[config.mk]
export PLATFORM = sky130hd
export DESIGN_NAME = util_keypad_scan
export DESIGN_NICKNAME = d
export VERILOG_FILES = /design/src/rtl/util_keypad_scan.sv
export SDC_FILE = /design/constraint.sdc
export NUM_CORES = 1
export LEC_CHECK = 0
export CAP_MARGIN = 20
export CORE_MARGIN = 5
export CORE_UTILIZATION = 40
export CTS_CLUSTER_SIZE = 40
export DETAILED_ROUTE_END_ITERATION = 8
export HOLD_SLACK_MARGIN = 0.15
export PLACE_DENSITY_LB_ADDON = 0.1
export SLEW_MARGIN = 20
export SYNTH_ARGS = -nofsm -noshare
export SYNTH_HDL_FRONTEND = slang
export SYNTH_SLANG_ARGS = --single-unit
[constraint.sdc]
create_clock -name clk -period 4.15 [get_ports clk]
set_input_delay 1.0375 -clock clk [delete_from_list [all_inputs] [get_ports clk]]
set_output_delay 1.0375 -clock clk [all_outputs]
set_load 0.01 [all_outputs]
[src/rtl/util_keypad_scan.sv]
// 4x4 matrix keypad scanner: one active-low row at a time, synchronised
// column sampling, frame-level debounce with press/release pulse vectors.
module util_keypad_scan #(
  parameter int SETTLE_CYCLES  = 4,
  parameter int DEBOUNCE_SCANS = 3
) (
  input  logic        clk,
  input  logic        res,
  input  logic        enable,
  input  logic [3:0]  col_n,
  output logic [3:0]  row_n,
  output logic [15:0] keys,
  output logic [15:0] key_pressed,
  output logic [15:0] key_released,
  output logic        any_key,
  output logic        scan_done
);

  localparam int SW = $clog2(SETTLE_CYCLES);
  localparam logic [SW-1:0] SETTLE_LAST = SW'(SETTLE_CYCLES - 1);
  localparam logic [3:0] DEB = 4'(DEBOUNCE_SCANS);

  typedef enum logic [1:0] {
    IDLE,
    SCAN,
    EVAL
  } state_t;

  state_t        state;
  logic [1:0]    row;
  logic [SW-1:0] settle;
  logic [3:0]    sync1;
  logic [3:0]    sync2;
  logic [15:0]   frame;
  logic [15:0]   prev_frame;
  logic [3:0]    stable;
  logic [3:0]    stable_next;

  always_ff @(posedge clk or posedge res) begin
    if (res) begin
      sync1 <= 4'hF;
      sync2 <= 4'hF;
    end else begin
      sync1 <= col_n;
      sync2 <= sync1;
    end
  end

  // saturating run length of identical frames
  always_comb begin
    stable_next = 4'd1;
    if (frame == prev_frame)
      stable_next = (stable >= DEB) ? DEB : stable + 4'd1;
  end

  assign any_key = |keys;

  always_ff @(posedge clk or posedge res) begin
    if (res) begin
      state        <= IDLE;
      row          <= 2'd0;
      settle       <= '0;
      row_n        <= 4'hF;
      frame        <= 16'h0;
      prev_frame   <= 16'h0;
      stable       <= 4'd0;
      keys         <= 16'h0;
      key_pressed  <= 16'h0;
      key_released <= 16'h0;
      scan_done    <= 1'b0;
    end else begin
      scan_done    <= 1'b0;
      key_pressed  <= 16'h0;
      key_released <= 16'h0;
      unique case (state)
        IDLE: begin
          row_n <= 4'hF;
          if (enable) begin
            state  <= SCAN;
            row    <= 2'd0;
            settle <= '0;
            row_n  <= 4'hE;
          end
        end
        SCAN: begin
          if (!enable) begin
            state <= IDLE;
            row_n <= 4'hF;
          end else if (settle == SETTLE_LAST) begin
            frame[{row, 2'b00} +: 4] <= ~sync2;
            settle <= '0;
            if (row == 2'd3) begin
              state <= EVAL;
              row_n <= 4'hF;
            end else begin
              row   <= row + 2'd1;
              row_n <= ~(4'b0001 << (row + 2'd1));
            end
          end else begin
            settle <= settle + 1'b1;
          end
        end
        EVAL: begin
          stable     <= stable_next;
          prev_frame <= frame;
          scan_done  <= 1'b1;
          if (stable_next >= DEB && frame != keys) begin
            keys         <= frame;
            key_pressed  <= frame & ~keys;
            key_released <= keys & ~frame;
          end
          if (enable) begin
            state  <= SCAN;
            row    <= 2'd0;
            settle <= '0;
            row_n  <= 4'hE;
          end else begin
            state <= IDLE;
            row_n <= 4'hF;
          end
        end
        default: begin
          state <= IDLE;
          row_n <= 4'hF;
        end
      endcase
    end
  end

endmodule

# [Yosys cells after proc, flatten, opt, wreduce, memory -nomap -nowiden]
# Index checks and enable logic that the tools add are counted.
[totals] inputBits=7 reg_bits=103
[classes] n_reduce_logical=10 n_shift=3 eq_ne=13 n_mux=27 n_lt_le_gt_ge=2 bitwise_logic=6 addsub=4
[op_table] cell="16-bit two-way mux" n=4
[op_table] cell="16-bit AND" n=2
[op_table] cell="16-bit inverter" n=2
[op_table] cell="2-bit two-way mux" n=10
[op_table] cell="4-bit two-way mux" n=5
[op_table] cell="16-bit bitwise mux" n=1
[op_table] cell="16-bit equality test" n=1
[op_table] cell="16-bit != test" n=1
[op_table] cell="16-bit OR reduction" n=1
[op_table] cell="4-bit by 6-bit variable shift with 16-bit output, first input constant" n=1
[op_table] cell="4-bit by 6-bit variable part select with 16-bit output" n=1
[op_table] cell="3-bit AND reduction" n=3
[op_table] cell="4-bit by 2-bit greater-or-equal comparator with 1-bit output, second input constant" n=2
[op_table] cell="2-bit != test, second input constant" n=4
[op_table] cell="4-bit inverter" n=2
[op_table] cell="2-bit one-hot mux with 2 select lines" n=2
[op_table] cell="4-bit one-hot mux with 2 select lines" n=1
[op_table] cell="2-bit equality test, second input constant" n=3
[op_table] cell="3-bit != test, second input constant" n=2
[op_table] cell="4-bit negator with 6-bit output" n=1
[op_table] cell="2-bit one-hot mux with 3 select lines" n=1
[op_table] cell="5-bit AND reduction" n=1
[op_table] cell="2-bit by 1-bit adder with 2-bit output, second input constant" n=2
[op_table] cell="4-bit by 1-bit adder with 4-bit output, second input constant" n=1
[op_table] cell="9 further kinds" n=11

# [Longest topological paths before layout]
[depth] depth_word=7 depth_mapped=9 mapped_depth_nobuf=7

# [Worst setup path after synthesis]
# OpenSTA, ideal clock, no wires.
[synth_path] path_type="input to register" startpoint="input port enable" endpoint="register frame[0]" t_required_ns=4.054 setup_time_ns=0.096 path_stages=4 setup_slack_ns=2.220 arrival_ns=1.835 path_buffers=0 cell_sequence="and3b_1 and2_1 nand2_1 o31ai_1"
[synth_between] elab_chain_cells=1
[synth_rtl] item="from (decl)" line="9" text="input logic enable,"
[synth_rtl] item="3-bit AND reduction (no line)"
[synth_rtl] item="to (signal, indexed assignment)" line="90" text="frame[{row, 2'b00} +: 4] <= ~sync2;"
[synth_rtl] item="to (decl)" line="34" text="logic [15:0] frame;"
# Every way passes these cells.
# A chain may end at the register's enable or synchronous reset.

# [Final worst setup path]
[layout_path] startpoint="register keys[3]" endpoint="output port any_key"
[layout_between] elab_chain_cells=1
[layout_rtl] item="from (decl)" line="12" text="output logic [15:0] keys,"
[layout_rtl] item="from (signal assigned)" line="108" text="keys <= frame;"
[layout_rtl] item="16-bit OR reduction" line="56" text="assign any_key = |keys;"
[layout_rtl] item="to (decl)" line="15" text="output logic any_key,"
# Every way passes these cells.

==> run_results.csv <==
group,metric,value,unit
drt,ant_nets,0,
clocking,cts_setup_buffers,0,
critical_path,crit_buf_inv,1,
worst_hold_path,hp-class,"flip-flop to flip-flop",
synth,yosys-top-cells-count,"dfrtp_1, nand2_1, ha_1, inv_1, and2_1",
placement,place_congestion,0.811,
sta,skew,6.58,ps
clocking,cts_made_buffers,9,
global_route,antenna_found_initial,0,
floorplanning,fp.dieW,116,microns
sta,setup_tns,0,ps
sta,min_period_over_period,71.0,%
clocking,cts_max_path_buffers,2,
synth,syn_area,0.00451,sq mm
synth,async_flop_share,100,%
critical_path,cp.arrival,1910,ps
sta,slew_violations,0,
placement,port_buffers,60,
floorplanning,core-area,0.0109,sq mm
sta,worst_slack,1200,ps
layout,antenna_cells,0,
clocking,clkSinkCount,103,
global_route,grt_usage,13.8,%
drt,wl_per_cell,14.3,microns
critical_path,cpPeakStageDelay,510,ps
clocking,insertion_delay,340,ps
drt,vias,2804,
sta,min_period,2950,ps
synth,ys_types,33,
synth,syn_avg_cell_area,11.6,sq um
critical_path,cpMaxStageDelayCell,"clkdlybuf4s50_1",
critical_path,crit_path_cell_trace,"nor4_1 > nand4_1 > clkdlybuf4s50_1",
drt,wl,8.59,mm
synth,syn_nets,436,
synth,ys_top_cells_by_area,"dfrtp_1, ha_1, dfstp_2",
power,powerDensity,369,mW/mm^2
power,cellLeakagePower,2.56,nW
sta,max_freq,339,MHz
drt,viasPerCell,4.68,
sta,rsz0062_at_grt,"false",
sta,slew_headroom,52.0,%
power,peakVddDrop,174,uV
critical_path,crit_type,"flip-flop to output pin",
synth,seq_area_frac_synth,57.5,%
synth,synthCells,389,
floorplanning,pin_count,61,
synth,synth_edf_count,0,
drt,drc,0,
layout,n_fill_cell,1014,
global_route,grt-ovfl-total,0,
sta,hold_slack,355,ps
floorplanning,rows,38,
synth,synth_top_cell_by_area,"dfrtp_1",
global_route,grt_pass1_wl,14.4,mm
synth,synth_ff_type,"dfrtp_1",
global_route,grt_pass1_vias,2865,
power,p_total,0.00205,W
synth,synth_top_area_share,50.5,%
run_status,status,"complete, no violations",
sta,finalSetupViolCount,0,
critical_path,end_kind,"output pin",
clocking,cts_tree,"done",
layout,layout.nets,501,
critical_path,crit_required,3110,ps
clocking,ctsResizeCount,0,
synth,ys_warn_count,0,
global_route,grt_max_degree,60,
clocking,clk_transition_reported_paths,60,ps
sta,worstMarginPinSlew,720,ps
critical_path,cp_max_fo,4,
drt,drt_iter0_drc,81,
placement,dp.final_hpwl,6.47,mm
floorplanning,fp.dieH,116,microns
critical_path,start_kind,"flip-flop",
layout,syn_to_final_growth,23.0,%
floorplanning,start_util,41.2,%
layout,final_layout_size_suffix_gt1_share,6.97,%
placement,dp_slack,1360,ps
drt,dr.pass1.iters,4,
sta,hold_viol,0,
clocking,cts_max_level,3,
synth,synth_seq_cells,103,
synth,synth_most_common_cell,"dfrtp_1",
flow_run,drv_cap,0,
clocking,cts-root-buf,"clkbuf_16",
floorplanning,dieArea,0.0135,sq mm
critical_path,crit_family,"simple AND/OR/NAND/NOR gates",
clocking,cts_hold_buffers,0,
[layer usage]
layer | track usage [%] | vias to the layer above | share of wire [%]
li1 | - | 1412 | -
met1 | 19.7 | 1328 | 50
met2 | 21.2 | 54 | 44
met3 | 2.18 | 10 | 4.1
met4 | 5.80 | 0 | 1.5
met5 | 0 | - | 0
[stage by stage]
step | util, % | instance area (sq um) | instances
after floorplan | - | 4510 | 389
after global placement | 48.0 | 5250 | 583
after detailed placement | 48.0 | 5250 | 583
after CTS | 50.7 | 5540 | 599
after global routing | 50.7 | 5540 | 599
final | 50.7 | 5540 | 599
[cell usage in the layout (no fill, tap or decap), types with 3 or more instances in the layout]
master / instances
buf_4: 4
clkbuf_16: 9
nand4_1: 5
and2_1: 35
nor4_1: 8
o31ai_1: 16
nand3_1: 5
mux2i_1: 16
xnor2_1: 4
nor2_1: 4
o21ai_0: 22
clkdlybuf4s50_1: 60
ha_1: 40
clkinv_2: 3
dfrtp_1: 91
inv_1: 39
xor2_1: 12
dfstp_2: 12
nand2_1: 49
[worst reg2reg max path: cells and delay by family (launching register included)]
family	cells	cell delay, ps
buffers and inverters	1	470
xor gates and xnor gates	1	200
DFF	1	450
and+or+nand+nor	3	880
muxes	1	260
[final cells by class]
type | count | area [sq um] | area share, %
clock buffer | 12 | 246 | 4.45
clock inverter | 4 | 45.0 | 0.812
inverter | 40 | 153 | 2.75
multi-input combinational | 236 | 1700 | 30.7
sequential | 103 | 2590 | 46.8
tap | 140 | 175 | 3.16
timing repair buffer | 64 | 631 | 11.4
[kinds of logic (layout without fill, tap and decap cells)]
kind of cell	count (synthesis)	after routing	synth area share (%)
simple gates	116	116	13.1
fa+ha+maj	40	40	11.1
buf+inv	50	120	4.88
flops	103	103	57.5
mux	16	16	3.55
compound gates	48	48	6.72
xor+xnor	16	16	3.11
[worst paths after layout]
kind                                 startpoint               endpoint  slack [ps]  cells past startpoint
setup / recovery            keys[3]$_DFFE_PP0P_                any_key        1200                      3
hold / removal               sync1[0]$_DFF_PP1_     sync2[0]$_DFF_PP1_         360                      0
setup reg to reg           frame[6]$_DFFE_PP0P_    keys[3]$_DFFE_PP0P_        1830                      6
hold reg to reg              sync1[0]$_DFF_PP1_     sync2[0]$_DFF_PP1_         360                      0
max in group asynchronous                   res  stable[1]$_DFFE_PP0P_        2180                      3
min in group asynchronous                   res    keys[3]$_DFFE_PP0P_        1180                      2
[sequential cells by signal, indices dropped and copies added, names as in the netlist]
name,cells
stable,4
scan_done,1
row,2
frame,16
state,2
sync2,4
sync1,4
keys,16
prev_frame,16
settle,2
key_released,16
row_n,4
key_pressed,16
[report_power, final]
part | switching [W] | internal (W) | leakage [nW]
Combinational | 0.0000963 | 0.0000556 | 1.02
Clock | 0.000352 | 0.000482 | 0.146
Sequential | 0.0000299 | 0.00103 | 1.39
(Power assumes the default switching activity.)
